File: src/rtl/spi_tx_arbiter_if.sv
// Request/grant/serial bundle between two producers and the shared MSB-first transmitter.
// The slave modport is the arbiter side, the master modport is the producer side.
interface spi_tx_arbiter_if #(
  parameter int unsigned WIDTH = 8
);
  logic             i_req0;
  logic [WIDTH-1:0] i_data0;
  logic             i_req1;
  logic [WIDTH-1:0] i_data1;
  logic             o_gnt0;
  logic             o_gnt1;
  logic             o_ack0;
  logic             o_ack1;
  logic             o_bit;
  logic             o_valid;
  logic             o_stop;

  modport slave (
    input  i_req0, i_data0, i_req1, i_data1,
    output o_gnt0, o_gnt1, o_ack0, o_ack1, o_bit, o_valid, o_stop
  );

  modport master (
    output i_req0, i_data0, i_req1, i_data1,
    input  o_gnt0, o_gnt1, o_ack0, o_ack1, o_bit, o_valid, o_stop
  );
endinterface

File: src/rtl/spi_tx_arbiter.sv
// Round-robin arbiter in front of one MSB-first serial transmitter; a frame is
// WIDTH data cycles, one ack cycle, then one gap cycle before the next grant.
module spi_tx_arbiter #(
  parameter int unsigned WIDTH = 8
) (
  input  logic           clk,
  input  logic           rst,
  spi_tx_arbiter_if.slave bus
);

  localparam int unsigned CW = $clog2(WIDTH + 1);

  localparam logic [1:0] S_IDLE  = 2'd0;
  localparam logic [1:0] S_SHIFT = 2'd1;
  localparam logic [1:0] S_GAP   = 2'd2;

  logic [1:0]       r_state, w_state;
  logic [CW-1:0]    r_cnt,   w_cnt;
  logic [WIDTH-1:0] r_sreg,  w_sreg;
  logic             r_last,  w_last;
  logic             r_gnt0,  w_gnt0;
  logic             r_gnt1,  w_gnt1;
  logic             r_ack0,  w_ack0;
  logic             r_ack1,  w_ack1;
  logic             r_bit,   w_bit;
  logic             r_valid, w_valid;
  logic             r_stop,  w_stop;

  logic             w_pick1;
  logic [WIDTH-1:0] w_data;

  // On a tie the port that was not served last wins.
  always_comb begin
    w_pick1 = bus.i_req1;
    if (bus.i_req0 && bus.i_req1) begin
      w_pick1 = ~r_last;
    end
    w_data = w_pick1 ? bus.i_data1 : bus.i_data0;
  end

  always_comb begin
    w_state = r_state;
    w_cnt   = r_cnt;
    w_sreg  = r_sreg;
    w_last  = r_last;
    w_gnt0  = r_gnt0;
    w_gnt1  = r_gnt1;
    w_ack0  = r_ack0;
    w_ack1  = r_ack1;
    w_bit   = r_bit;
    w_valid = r_valid;
    w_stop  = r_stop;

    case (r_state)
      S_IDLE: begin
        if (bus.i_req0 || bus.i_req1) begin
          w_gnt0  = ~w_pick1;
          w_gnt1  = w_pick1;
          w_bit   = w_data[WIDTH-1];
          w_sreg  = w_data << 1;
          w_valid = 1'b1;
          w_stop  = 1'b0;
          w_cnt   = CW'(1);
          w_last  = w_pick1;
          w_state = S_SHIFT;
        end
      end
      S_SHIFT: begin
        if (r_cnt < CW'(WIDTH)) begin
          w_bit  = r_sreg[WIDTH-1];
          w_sreg = r_sreg << 1;
          w_cnt  = r_cnt + CW'(1);
        end else begin
          w_valid = 1'b0;
          w_stop  = 1'b1;
          w_gnt0  = 1'b0;
          w_gnt1  = 1'b0;
          w_ack0  = r_gnt0;
          w_ack1  = r_gnt1;
          w_bit   = 1'b0;
          w_state = S_GAP;
        end
      end
      S_GAP: begin
        w_ack0  = 1'b0;
        w_ack1  = 1'b0;
        w_state = S_IDLE;
      end
      default: begin
        w_state = S_IDLE;
      end
    endcase
  end

  // Reset aborts any frame in flight without an ack and re-arms port 0 for the first tie.
  always_ff @(posedge clk) begin
    if (rst) begin
      r_state <= S_IDLE;
      r_cnt   <= '0;
      r_sreg  <= '0;
      r_last  <= 1'b1;
      r_gnt0  <= 1'b0;
      r_gnt1  <= 1'b0;
      r_ack0  <= 1'b0;
      r_ack1  <= 1'b0;
      r_bit   <= 1'b0;
      r_valid <= 1'b0;
      r_stop  <= 1'b1;
    end else begin
      r_state <= w_state;
      r_cnt   <= w_cnt;
      r_sreg  <= w_sreg;
      r_last  <= w_last;
      r_gnt0  <= w_gnt0;
      r_gnt1  <= w_gnt1;
      r_ack0  <= w_ack0;
      r_ack1  <= w_ack1;
      r_bit   <= w_bit;
      r_valid <= w_valid;
      r_stop  <= w_stop;
    end
  end

  assign bus.o_gnt0  = r_gnt0;
  assign bus.o_gnt1  = r_gnt1;
  assign bus.o_ack0  = r_ack0;
  assign bus.o_ack1  = r_ack1;
  assign bus.o_bit   = r_bit;
  assign bus.o_valid = r_valid;
  assign bus.o_stop  = r_stop;

endmodule

File: src/flat_wrapper.sv
// flat-port wrapper written by rule: the top's interface ports become plain ports
module spi_tx_arbiter_flat 
#(
  parameter int unsigned WIDTH = 8
)
  (clk, rst, bus_i_req0, bus_i_data0, bus_i_req1, bus_i_data1, bus_o_gnt0, bus_o_gnt1, bus_o_ack0, bus_o_ack1, bus_o_bit, bus_o_valid, bus_o_stop);
  spi_tx_arbiter_if #(.WIDTH(WIDTH)) bus_i ();
  input  logic clk;
  input  logic rst;
  input wire logic [$bits(bus_i.i_req0)-1:0] bus_i_req0;
  input wire logic [$bits(bus_i.i_data0)-1:0] bus_i_data0;
  input wire logic [$bits(bus_i.i_req1)-1:0] bus_i_req1;
  input wire logic [$bits(bus_i.i_data1)-1:0] bus_i_data1;
  output wire logic [$bits(bus_i.o_gnt0)-1:0] bus_o_gnt0;
  output wire logic [$bits(bus_i.o_gnt1)-1:0] bus_o_gnt1;
  output wire logic [$bits(bus_i.o_ack0)-1:0] bus_o_ack0;
  output wire logic [$bits(bus_i.o_ack1)-1:0] bus_o_ack1;
  output wire logic [$bits(bus_i.o_bit)-1:0] bus_o_bit;
  output wire logic [$bits(bus_i.o_valid)-1:0] bus_o_valid;
  output wire logic [$bits(bus_i.o_stop)-1:0] bus_o_stop;
  assign bus_i.i_req0 = bus_i_req0;
  assign bus_i.i_data0 = bus_i_data0;
  assign bus_i.i_req1 = bus_i_req1;
  assign bus_i.i_data1 = bus_i_data1;
  assign bus_o_gnt0 = bus_i.o_gnt0;
  assign bus_o_gnt1 = bus_i.o_gnt1;
  assign bus_o_ack0 = bus_i.o_ack0;
  assign bus_o_ack1 = bus_i.o_ack1;
  assign bus_o_bit = bus_i.o_bit;
  assign bus_o_valid = bus_i.o_valid;
  assign bus_o_stop = bus_i.o_stop;
  spi_tx_arbiter #(.WIDTH(WIDTH)) u_core (.clk(clk), .rst(rst), .bus(bus_i));
endmodule
File: config.mk
export PLATFORM = sky130hd
export DESIGN_NAME = spi_tx_arbiter_flat
export DESIGN_NICKNAME = d
export VERILOG_FILES = /design/src/rtl/spi_tx_arbiter_if.sv /design/src/rtl/spi_tx_arbiter.sv /design/src/flat_wrapper.sv
export SDC_FILE = /design/constraint.sdc
export NUM_CORES = 1
export LEC_CHECK = 0
export CORE_MARGIN = 1.5
export CORE_UTILIZATION = 45
export CTS_BUF_LIST = sky130_fd_sc_hd__clkbuf_4 sky130_fd_sc_hd__clkbuf_8
export DETAILED_ROUTE_END_ITERATION = 8
export GPL_TIMING_DRIVEN = 0
export PLACE_DENSITY = 0.74
export SLEW_MARGIN = 20
export SYNTH_ARGS = -nofsm -noshare
export SYNTH_HDL_FRONTEND = slang
export SYNTH_SLANG_ARGS = --single-unit
File: constraint.sdc
create_clock -name clk -period 1.6 [get_ports clk]
set_input_delay 0.24 -clock clk [delete_from_list [all_inputs] [get_ports clk]]
set_output_delay 0.24 -clock clk [all_outputs]
set_load 0.02 [all_outputs]
Yosys cells after proc, flatten, opt, wreduce, memory -nomap -nowiden --
Cells that the tools add are included.
Storage, ports and cells: bits in registers 22, output and inout bits 7, logic and storage cells 59
Cells by class: add/subtract/negate cells 1, order comparisons 1, equality and inequality tests 5, muxes and demuxes 28, bitwise operators 2, reduce and logical (&&, ||, !) cells 11
Operators with widths (number):
- $mux W8 | 3
- $pmux W8 S2 | 1
- $pmux W1 S2 | 7
- $mux W1 | 11
- $mux W4 | 2
- $pmux W4 S2 | 1
- $reduce_and A2 Y1 | 4
- $reduce_and A3 Y1 | 2
- $add A4 B1 Y4 const B | 1
- $lt A4 B4 Y1 const B | 1
- $mux W2 | 2
- $ne A2 B1 Y1 const B | 2
- $pmux W2 S2 | 1
- $reduce_bool A2 Y1 | 2
- $eq A2 B1 Y1 const B | 1
- $eq A2 B2 Y1 const B | 1
- $logic_not A2 Y1 | 1
- $ne A2 B2 Y1 const B | 1
- $not A1 Y1 | 2
- $logic_and A1 B1 Y1 | 1
- $logic_or A1 B1 Y1 | 1

Logic depth before layout (Yosys ltp) --
depth in word-level cells 5, depth in mapped cells 5, gate-level depth less buffers 4

Worst setup path before layout --
OpenSTA, ideal clock, no wires.
path type register -> register, start register u_core.r_cnt[0], end register u_core.r_cnt[2], setup time 79 ps, arrival time 1215 ps, data required time 1521 ps, slack 306 ps, cell stages (with the launch flop) 5, buffers on the path 0, clock period less this slack 1294 ps, cells stage by stage dfxtp_1 ha_1 inv_1 or4_1 a211oi_2
Between the ends: longest elaborated chain between the ends 3, elaborated cells on any way between the ends 6
Ends and longest elaborated chain:
- start: declaration | RTL line spi_tx_arbiter.sv:18 | logic [CW-1:0] r_cnt, w_cnt;
- start signal: assignment | RTL line spi_tx_arbiter.sv:111 | r_cnt <= w_cnt;
- $add A4 B1 Y4 / $lt A4 B4 Y1 (equally long branches) | RTL line spi_tx_arbiter.sv:72, spi_tx_arbiter.sv:69
- $mux W4 / $ne A2 B1 Y1 (equally long branches)
- $pmux W4 S2 / $reduce_and A3 Y1 (equally long branches)
Several ways; a longest one is shown, not always the timed one. The select of a mux whose other input is x is not followed. A chain may end at the register's enable or synchronous reset.

Worst setup path after layout --
start register u_core.r_gnt1, in the netlist u_core.bus.o_gnt1, end output bus_o_gnt1
RTL lines:
- start: declaration | RTL line spi_tx_arbiter.sv:22 | logic r_gnt1, w_gnt1;
- start signal: assignment | RTL line spi_tx_arbiter.sv:115 | r_gnt1 <= w_gnt1;
- end: declaration | RTL line flat_wrapper.sv:15 | output wire logic [$bits(bus_i.o_gnt1)-1:0] bus_o_gnt1;
No word-level cell between the ends.

==> run_results.csv <==
group,metric,value,unit
global_routing,grt_max_degree,12,
yosys,synth_edf_count,0,
global_routing,grt_pass1_wl,4.588,mm
sta,rsz0062_at_grt,"false",
detailed_routing,drtPass1Iterations,4,
layout,final_nets,183,
yosys,syn_inst,134,
layout,antenna_cells,0,
global_routing,antenna_found_initial,0,
pwr,p_int,0.7886,mW
yosys,ys.flop_type,"dfxtp_1",
detailed_routing,routed_wl,2.710,mm
placed_design,place_area,0.001390,sq mm
die,rows,17,
worst_setup_path,startpoint_type,"flip-flop",
sta,maxSlewHeadroom,66.34,%
sta,setup_tns,0,ns
yosys,syn_nets,155,
sta,drv_slew,0,
sta,fin_crit,1.524,ns
global_routing,grt_pass1_vias,1069,
worst_setup_path,critPathSlowestCell,"clkdlybuf4s50_1",
worst_setup_path,slowest_delay,0.61,ns
die,die_area,0.002785,sq mm
detailed_routing,ant_nets,0,
die,io_pins,27,
yosys,ys_types,39,
run_status,outcome,"finished clean",
global_routing,grt-ovfl-total,0,
yosys,ys_async_sr_fraction,0,%
worst_setup_path,critPathMaxFanout,4,
pwr,clock_power_share,25.1,%
yosys,synth_seq_area_share,37.71,%
die,die_x,52.78,microns
min_path,hp-class,"in -> reg",
layout,fin_util,62.78,%
worst_setup_path,cp_data_required_time,1.36,ns
job,cap_violations,0,
sta,max_freq,656.2,MHz
pwr,leakage,0.5276,nW
clock_network,numCtsBuffers,3,
placed_design,dp_slack,-0.2488,ns
placed_design,globalplace.congestion,0.7953,
clock_network,h-tree-depth,1,
pwr,p_sw,0.2913,mW
clock_network,cts.sinks,21,
clock_network,hold_buffers,0,
detailed_routing,drtIter0Drc,16,
yosys,ys_seq_elements,21,
pwr,power_density,755.8,mW/mm^2
placed_design,io_buffer_count,24,
sta,setup_viol,0,
pwr,finalPower,1.080,mW
sta,fin_worst_skew,0.007355,ns
pwr,switching_share,26.97,%
pwr,seq_power_share,53.5,%
pwr,ir_worst_vdd,501.9,uV
worst_setup_path,crit_chain,"clkdlybuf4s50_1",
worst_setup_path,crit_buf_inv,1,
worst_setup_path,end_kind,"primary output",
sta,setup_ws,0.07602,ns
detailed_routing,vias,1130,
worst_setup_path,critPathArrivalTime,1.28,ns
detailed_routing,drt-vias-per-instance,5.979,
detailed_routing,drc,0,
sta,tightest_slew,0.5030,ns
clock_network,clkLatencyLatePin,0.30,ns
global_routing,grt_usage,21.92,%
layout,drive_above_1_share,11.18,%
die,start_util,48.98,%
clock_network,post-cts-setup-buffers,0,
clock_network,clock_path_buffers,2,
yosys,netlist_area,0.001115,sq mm
worst_setup_path,worstSetupPathType,"reg -> out",
die,design.core.area,0.002276,sq mm
worst_setup_path,path_delay_family,"buffers and inverters",
clock_network,cts_tree,"yes",
clock_network,clockRootBuffer,"clkbuf_4",
yosys,yosysWarnings,0,
clock_network,clk_pin_slew_worst_paths,0.11,ns
sta,finalCritPeriodShare,95.25,%
detailed_routing,wl_per_cell,14.34,microns
placed_design,dp_hpwl,2.023,mm
die,die_h,52.78,microns
layout,syn_to_final_growth,28.17,%
yosys,syn_area_per_cell,8.320,sq um
layout,final_area,0.001429,sq mm
sta,finalHoldViolCount,0,
clock_network,postCtsResizedCells,0,
pwr,comb_power_share,21.4,%
worst paths after layout:
| kind | start | to | slack [ns] | cells after the start |
|---|---|---|---|---|
| setup / recovery | u_core.bus.o_gnt1 | bus_o_gnt1 | 0.08 | 1 |
| hold reg to reg | u_core.bus.o_ack0 | u_core.bus.o_ack0 | 0.48 | 2 |
| setup reg to reg | u_core.r_state[0] | u_core.r_sreg[4] | 0.18 | 5 |
| hold / removal | bus_i_req0 | u_core.r_last | 0.31 | 3 |
state kept, by name, summed over array words and instances, names as in the netlist:
signal              count
u_core.bus.o_stop       1
u_core.bus.o_gnt1       1
u_core.r_state          2
u_core.bus.o_gnt0       1
u_core.r_sreg           7
u_core.bus.o_ack0       1
u_core.r_last           1
u_core.bus.o_bit        1
u_core.bus.o_ack1       1
u_core.r_cnt            4
u_core.bus.o_valid      1
power by group through the flow:
stage          clock network, mW  logic, mW  registers [mW]
2_1_floorplan                  0      0.121           0.596
3_3_place_gp                   0      0.224           0.587
3_5_place_dp                   0      0.229           0.588
4_1_cts                    0.272      0.230           0.576
5_1_grt                    0.298      0.256           0.580
6_report                   0.271      0.232           0.577
cells by family after synthesis:
family                     Yosys count  share of synthesized area, %
buffers and inverters               14                         5.948
AOI/OAI and AO/OA                   43                         27.61
DFF                                 21                         37.71
and+or+nand+nor                     55                         27.61
adders and majority gates            1                         1.122
Yosys cell counts, types with 2 or more instances:
cell type,instances,area (sq um)
and3b_1,8,70.07
nor3_1,13,65.06
nand2_1,10,37.54
nand3_1,3,15.01
and2_1,2,12.51
dfxtp_1,21,420.4
o32ai_1,7,61.31
or2_2,2,12.51
o21ai_0,13,65.06
a21oi_1,8,40.04
inv_1,4,15.01
clkbuf_1,6,22.52
o21ba_2,2,20.02
buf_2,2,10.01
nor2_1,8,30.03
nand2b_1,2,12.51
worst reg2reg max path, delay by kind of cell, from the launching register on:
family,cells,cell delay (ns)
AOI/OAI and AO/OA,1,0.29
and+or+nand+nor,2,0.31
DFF,1,0.34
buffers and inverters,2,0.38
placed cells by master (no fill, tap or decap), drive strengths merged, types with 2 or more instances in the layout:
| master | n |
|---|---|
| o21ba | 2 |
| nor2 | 8 |
| and3b | 8 |
| clkbuf | 10 |
| inv | 4 |
| or2 | 2 |
| nand2b | 2 |
| clkdlybuf4s50 | 24 |
| buf | 3 |
| o32ai | 7 |
| nand3 | 3 |
| and2 | 2 |
| nand2 | 10 |
| o21ai | 13 |
| dfxtp | 21 |
| nor3 | 14 |
| a21oi | 8 |
layer usage:
| layer | up-vias | GRT usage [%] | wire [microns] |
|---|---|---|---|
| met1 | 543 | 29.93 | 1270 |
| met4 | 0 | 7.265 | 20 |
| li1 | 551 | - | - |
| met5 | - | 0 | 0 |
| met2 | 32 | 34.79 | 1272 |
| met3 | 4 | 3.714 | 146 |
final cells by class:
class,instances,area (sq um)
timing repair buffer,24,240.2
tap,28,35.03
sequential,21,420.4
inverter,4,15.01
buffer,9,50.05
multi-input combinational,99,638.1
clock buffer,4,30.03
fill,208,847.1
metrics by stage:
stage                     hold slack [ns]  instances
final                              0.3078        189
after floorplan                    0.4362        134
after detailed placement           0.4589        186
after global placement             0.4553        186
after CTS                          0.3001        190
after global routing               0.3248        189
Note: power is estimated with default switching activity, not from simulation.
